**src/rtl/cmd_arb_pkg.sv**
```systemverilog
// Shared definitions for the command stream arbiter: FSM state encoding and source-count limit.
package cmd_arb_pkg;

    typedef enum logic {
        ST_IDLE   = 1'b0,
        ST_STREAM = 1'b1
    } arb_state_e;

    localparam int MAX_NUM_SOURCES = 8;

endpackage

```
**src/rtl/axis_skid_slice.sv**
```systemverilog
// Registered AXI-Stream slice: one output register plus one skid register that catches the
// beat already in flight when the consumer stalls. Skid content always drains before new input.
module axis_skid_slice #(
    parameter int DATA_WIDTH = 36
) (
    input  logic                  aclk,
    input  logic                  resetn,
    input  logic                  in_valid,
    output logic                  in_ready,
    input  logic [DATA_WIDTH-1:0] in_data,
    output logic                  out_valid,
    input  logic                  out_ready,
    output logic [DATA_WIDTH-1:0] out_data,
    output logic                  busy
);

    logic                  out_valid_q, out_valid_d;
    logic [DATA_WIDTH-1:0] out_data_q, out_data_d;
    logic                  skid_valid_q, skid_valid_d;
    logic [DATA_WIDTH-1:0] skid_data_q, skid_data_d;
    logic                  accept;

    assign in_ready  = !skid_valid_q;
    assign accept    = in_valid && in_ready;
    assign out_valid = out_valid_q;
    assign out_data  = out_data_q;
    assign busy      = out_valid_q || skid_valid_q;

    always_comb begin
        out_valid_d  = out_valid_q;
        out_data_d   = out_data_q;
        skid_valid_d = skid_valid_q;
        skid_data_d  = skid_data_q;
        // The output register only changes when it is empty or being consumed, which keeps it stable under stall.
        if (!out_valid_q || out_ready) begin
            if (skid_valid_q) begin
                out_valid_d  = 1'b1;
                out_data_d   = skid_data_q;
                skid_valid_d = 1'b0;
            end else if (accept) begin
                out_valid_d = 1'b1;
                out_data_d  = in_data;
            end else begin
                out_valid_d = 1'b0;
            end
        end else if (accept) begin
            skid_valid_d = 1'b1;
            skid_data_d  = in_data;
        end
    end

    always_ff @(posedge aclk) begin
        if (!resetn) begin
            out_valid_q  <= 1'b0;
            out_data_q   <= '0;
            skid_valid_q <= 1'b0;
            skid_data_q  <= '0;
        end else begin
            out_valid_q  <= out_valid_d;
            out_data_q   <= out_data_d;
            skid_valid_q <= skid_valid_d;
            skid_data_q  <= skid_data_d;
        end
    end

endmodule

```
**src/rtl/command_stream_arbiter.sv**
```systemverilog
// Packet-atomic round-robin merge of NUM_SOURCES command streams into one registered stream.
// Define CMD_ARB_STRICT_PRIORITY_EN to make the lowest-index requester always win instead.
module command_stream_arbiter
    import cmd_arb_pkg::*;
#(
    parameter int NUM_SOURCES      = 2,
    parameter int CMD_STREAM_WIDTH = 32,
    parameter int ID_WIDTH         = 3
) (
    input  logic                                    aclk,
    input  logic                                    resetn,
    input  logic [NUM_SOURCES-1:0]                  s_cmd_axis_tvalid,
    output logic [NUM_SOURCES-1:0]                  s_cmd_axis_tready,
    input  logic [NUM_SOURCES-1:0]                  s_cmd_axis_tlast,
    input  logic [NUM_SOURCES*CMD_STREAM_WIDTH-1:0] s_cmd_axis_tdata,
    output logic                                    m_cmd_axis_tvalid,
    input  logic                                    m_cmd_axis_tready,
    output logic                                    m_cmd_axis_tlast,
    output logic [CMD_STREAM_WIDTH-1:0]             m_cmd_axis_tdata,
    output logic [ID_WIDTH-1:0]                     m_cmd_axis_tid,
    output logic                                    busy
);

    localparam int W  = CMD_STREAM_WIDTH;
    localparam int SW = W + 1 + ID_WIDTH;

    arb_state_e            state_q, state_d;
    logic [ID_WIDTH-1:0]   grant_q, grant_d;
    logic [ID_WIDTH-1:0]   rr_q, rr_d;
    logic [NUM_SOURCES-1:0] req_rot;
    logic                  found;
    logic [ID_WIDTH-1:0]   pick;
    logic                  sel_valid;
    logic                  sel_last;
    logic [W-1:0]          sel_data;
    logic                  slice_in_valid;
    logic                  slice_in_ready;
    logic                  slice_busy;
    logic [SW-1:0]         slice_out_data;
    int                    pos;

    // Rotate requests so position 0 is the rr pointer; the first set bit is the winner.
    always_comb begin
        req_rot = NUM_SOURCES'({s_cmd_axis_tvalid, s_cmd_axis_tvalid} >> rr_q);
        found   = 1'b0;
        pick    = '0;
        pos     = 0;
        for (int i = 0; i < NUM_SOURCES; i++) begin
            if (!found && req_rot[i]) begin
                found = 1'b1;
                pos   = int'(rr_q) + i;
                if (pos >= NUM_SOURCES) begin
                    pos = pos - NUM_SOURCES;
                end
                pick  = ID_WIDTH'(pos);
            end
        end
    end

    always_comb begin
        sel_valid         = 1'b0;
        sel_last          = 1'b0;
        sel_data          = '0;
        s_cmd_axis_tready = '0;
        for (int i = 0; i < NUM_SOURCES; i++) begin
            if (grant_q == ID_WIDTH'(i)) begin
                sel_valid            = s_cmd_axis_tvalid[i];
                sel_last             = s_cmd_axis_tlast[i];
                sel_data             = s_cmd_axis_tdata[i*W +: W];
                s_cmd_axis_tready[i] = (state_q == ST_STREAM) && slice_in_ready;
            end
        end
    end

    assign slice_in_valid = (state_q == ST_STREAM) && sel_valid;

    // The grant is only released by an accepted tlast beat; a new winner is chosen in the following IDLE cycle.
    always_comb begin
        state_d = state_q;
        grant_d = grant_q;
        rr_d    = rr_q;
        case (state_q)
            ST_IDLE: begin
                if (found) begin
                    grant_d = pick;
                    state_d = ST_STREAM;
                end
            end
            ST_STREAM: begin
                if (slice_in_valid && slice_in_ready && sel_last) begin
                    state_d = ST_IDLE;
`ifdef CMD_ARB_STRICT_PRIORITY_EN
                    rr_d    = '0;
`else
                    rr_d    = (grant_q == ID_WIDTH'(NUM_SOURCES - 1)) ? '0 : grant_q + ID_WIDTH'(1);
`endif
                end
            end
            default: state_d = ST_IDLE;
        endcase
    end

    always_ff @(posedge aclk) begin
        if (!resetn) begin
            state_q <= ST_IDLE;
            grant_q <= '0;
            rr_q    <= '0;
        end else begin
            state_q <= state_d;
            grant_q <= grant_d;
            rr_q    <= rr_d;
        end
    end

    axis_skid_slice #(
        .DATA_WIDTH(SW)
    ) u_slice (
        .aclk      (aclk),
        .resetn    (resetn),
        .in_valid  (slice_in_valid),
        .in_ready  (slice_in_ready),
        .in_data   ({grant_q, sel_last, sel_data}),
        .out_valid (m_cmd_axis_tvalid),
        .out_ready (m_cmd_axis_tready),
        .out_data  (slice_out_data),
        .busy      (slice_busy)
    );

    assign {m_cmd_axis_tid, m_cmd_axis_tlast, m_cmd_axis_tdata} = slice_out_data;
    assign busy = (state_q == ST_STREAM) || slice_busy;

endmodule

```
**config.mk**
```make
export PLATFORM = sky130hd
export DESIGN_NAME = command_stream_arbiter
export DESIGN_NICKNAME = d
export VERILOG_FILES = /design/src/rtl/cmd_arb_pkg.sv /design/src/rtl/axis_skid_slice.sv /design/src/rtl/command_stream_arbiter.sv
export SDC_FILE = /design/constraint.sdc
export NUM_CORES = 1
export LEC_CHECK = 0
export ABC_AREA = 1
export ABC_CLOCK_PERIOD_IN_PS = 1850
export CORE_MARGIN = 2
export CORE_UTILIZATION = 60
export CTS_BUF_LIST = sky130_fd_sc_hd__clkbuf_8 sky130_fd_sc_hd__clkbuf_16
export DETAILED_ROUTE_END_ITERATION = 12
export DONT_BUFFER_PORTS = 1
export GPL_TIMING_DRIVEN = 0
export PLACE_DENSITY = 0.76
export SYNTH_ARGS = -nofsm -noshare
export SYNTH_HDL_FRONTEND = slang
export SYNTH_SLANG_ARGS = --single-unit
```
**constraint.sdc**
```tcl
create_clock -name aclk -period 1.85 [get_ports aclk]
set_clock_uncertainty 0.2 [all_clocks]
set_input_delay 0.37 -clock aclk [delete_from_list [all_inputs] [get_ports aclk]]
set_output_delay 0.37 -clock aclk [all_outputs]
set_load 0.05 [all_outputs]
```
==> run metrics <==
Cell Rows 30; sequential area share after synthesis 39.5%; status finished with violations; H-tree depth 3; min Tclk post-route 1.97 ns; unrepaired setup endpoints after global routing yes; Synth-to-Final Area Change 11.0%; Die Y 86.8 um; CTS clock-pin slew for the worst setup and hold paths 0.07 ns; CTS tree yes; core area 6720 sq um; synthesized flop and latch total 81; largest net degree at the start of global routing 14; Via density 5.24; total CTS buffers 9; Port-buffer cells 0; syn_area_per_cell 6.20 sq um; Root Buffer clkbuf_8; I/O pin total 111; crit-path leading delay family simple AND/OR/NAND/NOR gates; # setup viols final 2; WHS Path Cells 3; Highest Clock Rate 0.507 GHz; R2R Path End u_slice.skid_data_q[21]; violated checks setup timing; Die Area 7530 sq um; most frequent cells in the layout nand2_1 (231), nor2_1 (88), dfxtp_1 (77), inv_1 (76), o21ai_0 (60); Leakage Power 2.18 nW; Final WS setup -0.122 ns; Tcrit/Tclk final 107%; crit path DAT 1.40 ns; Ys Warns 0; most common cell after layout, fill and taps aside nand2_1; Min-Delay Path Class in -> reg; mapped cell area 4110 sq um; detailed-route DRC error count 0; Rel. slew slack 61.1%; CP max FO 3; RR Startpoint u_slice.out_valid; Overflow after GRT 0; Min-Delay Endpoint u_slice.skid_valid_q; syn_nets 739; final hold violations 0; DP HPWL 7200 um; ANT cells 0; Routed Antenna Nets 0; first-pass GRT wire length 16400 um; total track usage 28.0%; Buf/Inv on CP 0; initial antenna violation count 0; via count 4001; MaxCap Viol Count 0; reg2reg path depth 6; final wirelength 10200 um; RePlAce Congestion 0.854; area occupied by multi-input gates 2050 sq um; Mapped Cells 663; Sequential Area 1630 sq um; filler instances 632; Setup CP Type reg -> out; DIE WIDTH 86.8 um; DRT Pass-1 Iters 4; final core occ 67.9%; share of cells above drive strength 1 9.22%; # clock sinks 81; HP Start m_cmd_axis_tready; worst-case clock buffer depth 2; Wirelength per Cell 13.3 um; CP max-delay cell nor3_4; 1st-iter DRT viols 205; pre-CTS WS -0.272 ns; crit-path max cell delay 0.49 ns; worst endpoint required time 1.28 ns; Slew Limit Fails 0; VDD IR max 0.602 mV; vias in the first global route 3629; critical path startpoint category register; Distinct cells, synth 23; critical path, cell by cell nor2_4 > nand2_2 > nor3_4; Reg2Reg Setup Slack 0.05 ns; Cell Pwr Density 1000 nW/um^2; actual slew at the worst max-slew pin 0.583 ns; Starting Density 61.2%; Crit. End Element primary output; Final #Nets 754; clk_lat worst skew 0.36 ns
## registers in the layout, indices dropped and copies added, names as in the netlist
signal	cells
u_slice.out_valid	1
state_q	1
u_slice.skid_valid_q	1
u_slice.skid_data_q	36
rr_q	3
grant_q	3
u_slice.out_data	36
## worst max path at each step
| stage | startpoint | to | cells past startpoint |
|---|---|---|---|
| 2_1_floorplan | grant_q[0] | s_cmd_axis_tready[1] | 4 |
| 3_3_place_gp | grant_q[0] | s_cmd_axis_tready[1] | 4 |
| 3_5_place_dp | grant_q[0] | s_cmd_axis_tready[1] | 4 |
| 4_1_cts | grant_q[0] | s_cmd_axis_tready[0] | 3 |
| 5_1_grt | grant_q[2] | s_cmd_axis_tready[0] | 3 |
| 6_report | grant_q[2] | s_cmd_axis_tready[0] | 3 |
## final cells by class
cell class	count	area share, %
buffer	36	4.94
clock inverter	7	1.92
clock buffer	9	2.72
multi-input combinational	466	45.0
timing repair buffer	4	0.741
sequential	81	35.8
inverter	80	6.75
tap	80	2.19
## tightest hold or removal path, stage by stage
cell and delay, ns:
nor2_4 0.03, nand2_1 0.07, a21oi_1 0.04
## layer usage
layer	GRT usage (%)	up-vias	routed length, um
met1	33.7	1773	4270
met3	6.86	14	828
met4	11.4	0	196
met2	47.7	149	4880
met5	0	-	0
li1	-	2065	-
## synth_stat cells
master / instances / share of area, %
dfxtp_1: 81 / 39
a21oi_1: 44 / 5.4
o21ai_1: 8 / 0.97
nor3_1: 2 / 0.24
ha_1: 5 / 1.5
nand2_2: 3 / 0.46
nand3_1: 14 / 1.7
nor3_4: 1 / 0.40
and2_1: 1 / 0.15
a21boi_0: 1 / 0.18
nand2_1: 232 / 21
buf_2: 17 / 2.1
inv_2: 6 / 0.55
nand4_1: 1 / 0.15
xnor2_1: 1 / 0.21
nor2_1: 91 / 8.3
o21ai_0: 60 / 7.3
clkbuf_1: 14 / 1.3
nand3_2: 1 / 0.24
nand2_4: 1 / 0.27
buf_1: 1 / 0.091
inv_1: 74 / 6.8
buf_6: 4 / 1.1
## through the flow
step	area (sq um)	TNS, ns	power (mW)	std cells	hold WS [ns]
6_report	4560	-0.195	4.57	763	0.00519
5_1_grt	4560	-1.12	4.80	763	0.0137
4_1_cts	4500	-0.216	4.54	762	0.00905
3_5_place_dp	4210	-12.22	3.15	743	0.238
3_3_place_gp	4210	-10.82	3.13	743	0.227
2_1_floorplan	4110	0	2.96	663	0.219
## where the power goes
part | switching [mW] | total [mW] | internal, mW
combinational | 0.615 | 0.946 | 0.331
clock | 0.640 | 1.39 | 0.748
sequential | 0.385 | 2.24 | 1.85
total | 1.64 | 4.57 | 2.93
## repair_timing
| item | 4_1_cts | 5_1_grt |
|---|---|---|
| hold buffers | 0 | 0 |
| resized for setup | 17 | 21 |
| pin swaps | 2 | 4 |
| gates cloned | 0 | 0 |
| setup buffers | 3 | 1 |
| hold endpoints to repair | 0 | 0 |
| setup endpoints to repair | 73 | 68 |
## cells by family (layout without fill, tap and decap cells)
family | Yosys count | after routing | synth area share (%)
simple gates | 347 | 347 | 33.1
compound gates | 113 | 113 | 13.8
fa+ha+maj | 5 | 5 | 1.52
buf+inv | 116 | 136 | 11.8
xor+xnor | 1 | 1 | 0.213
flops | 81 | 81 | 39.5
Note: power is estimated with default switching activity, not from simulation.
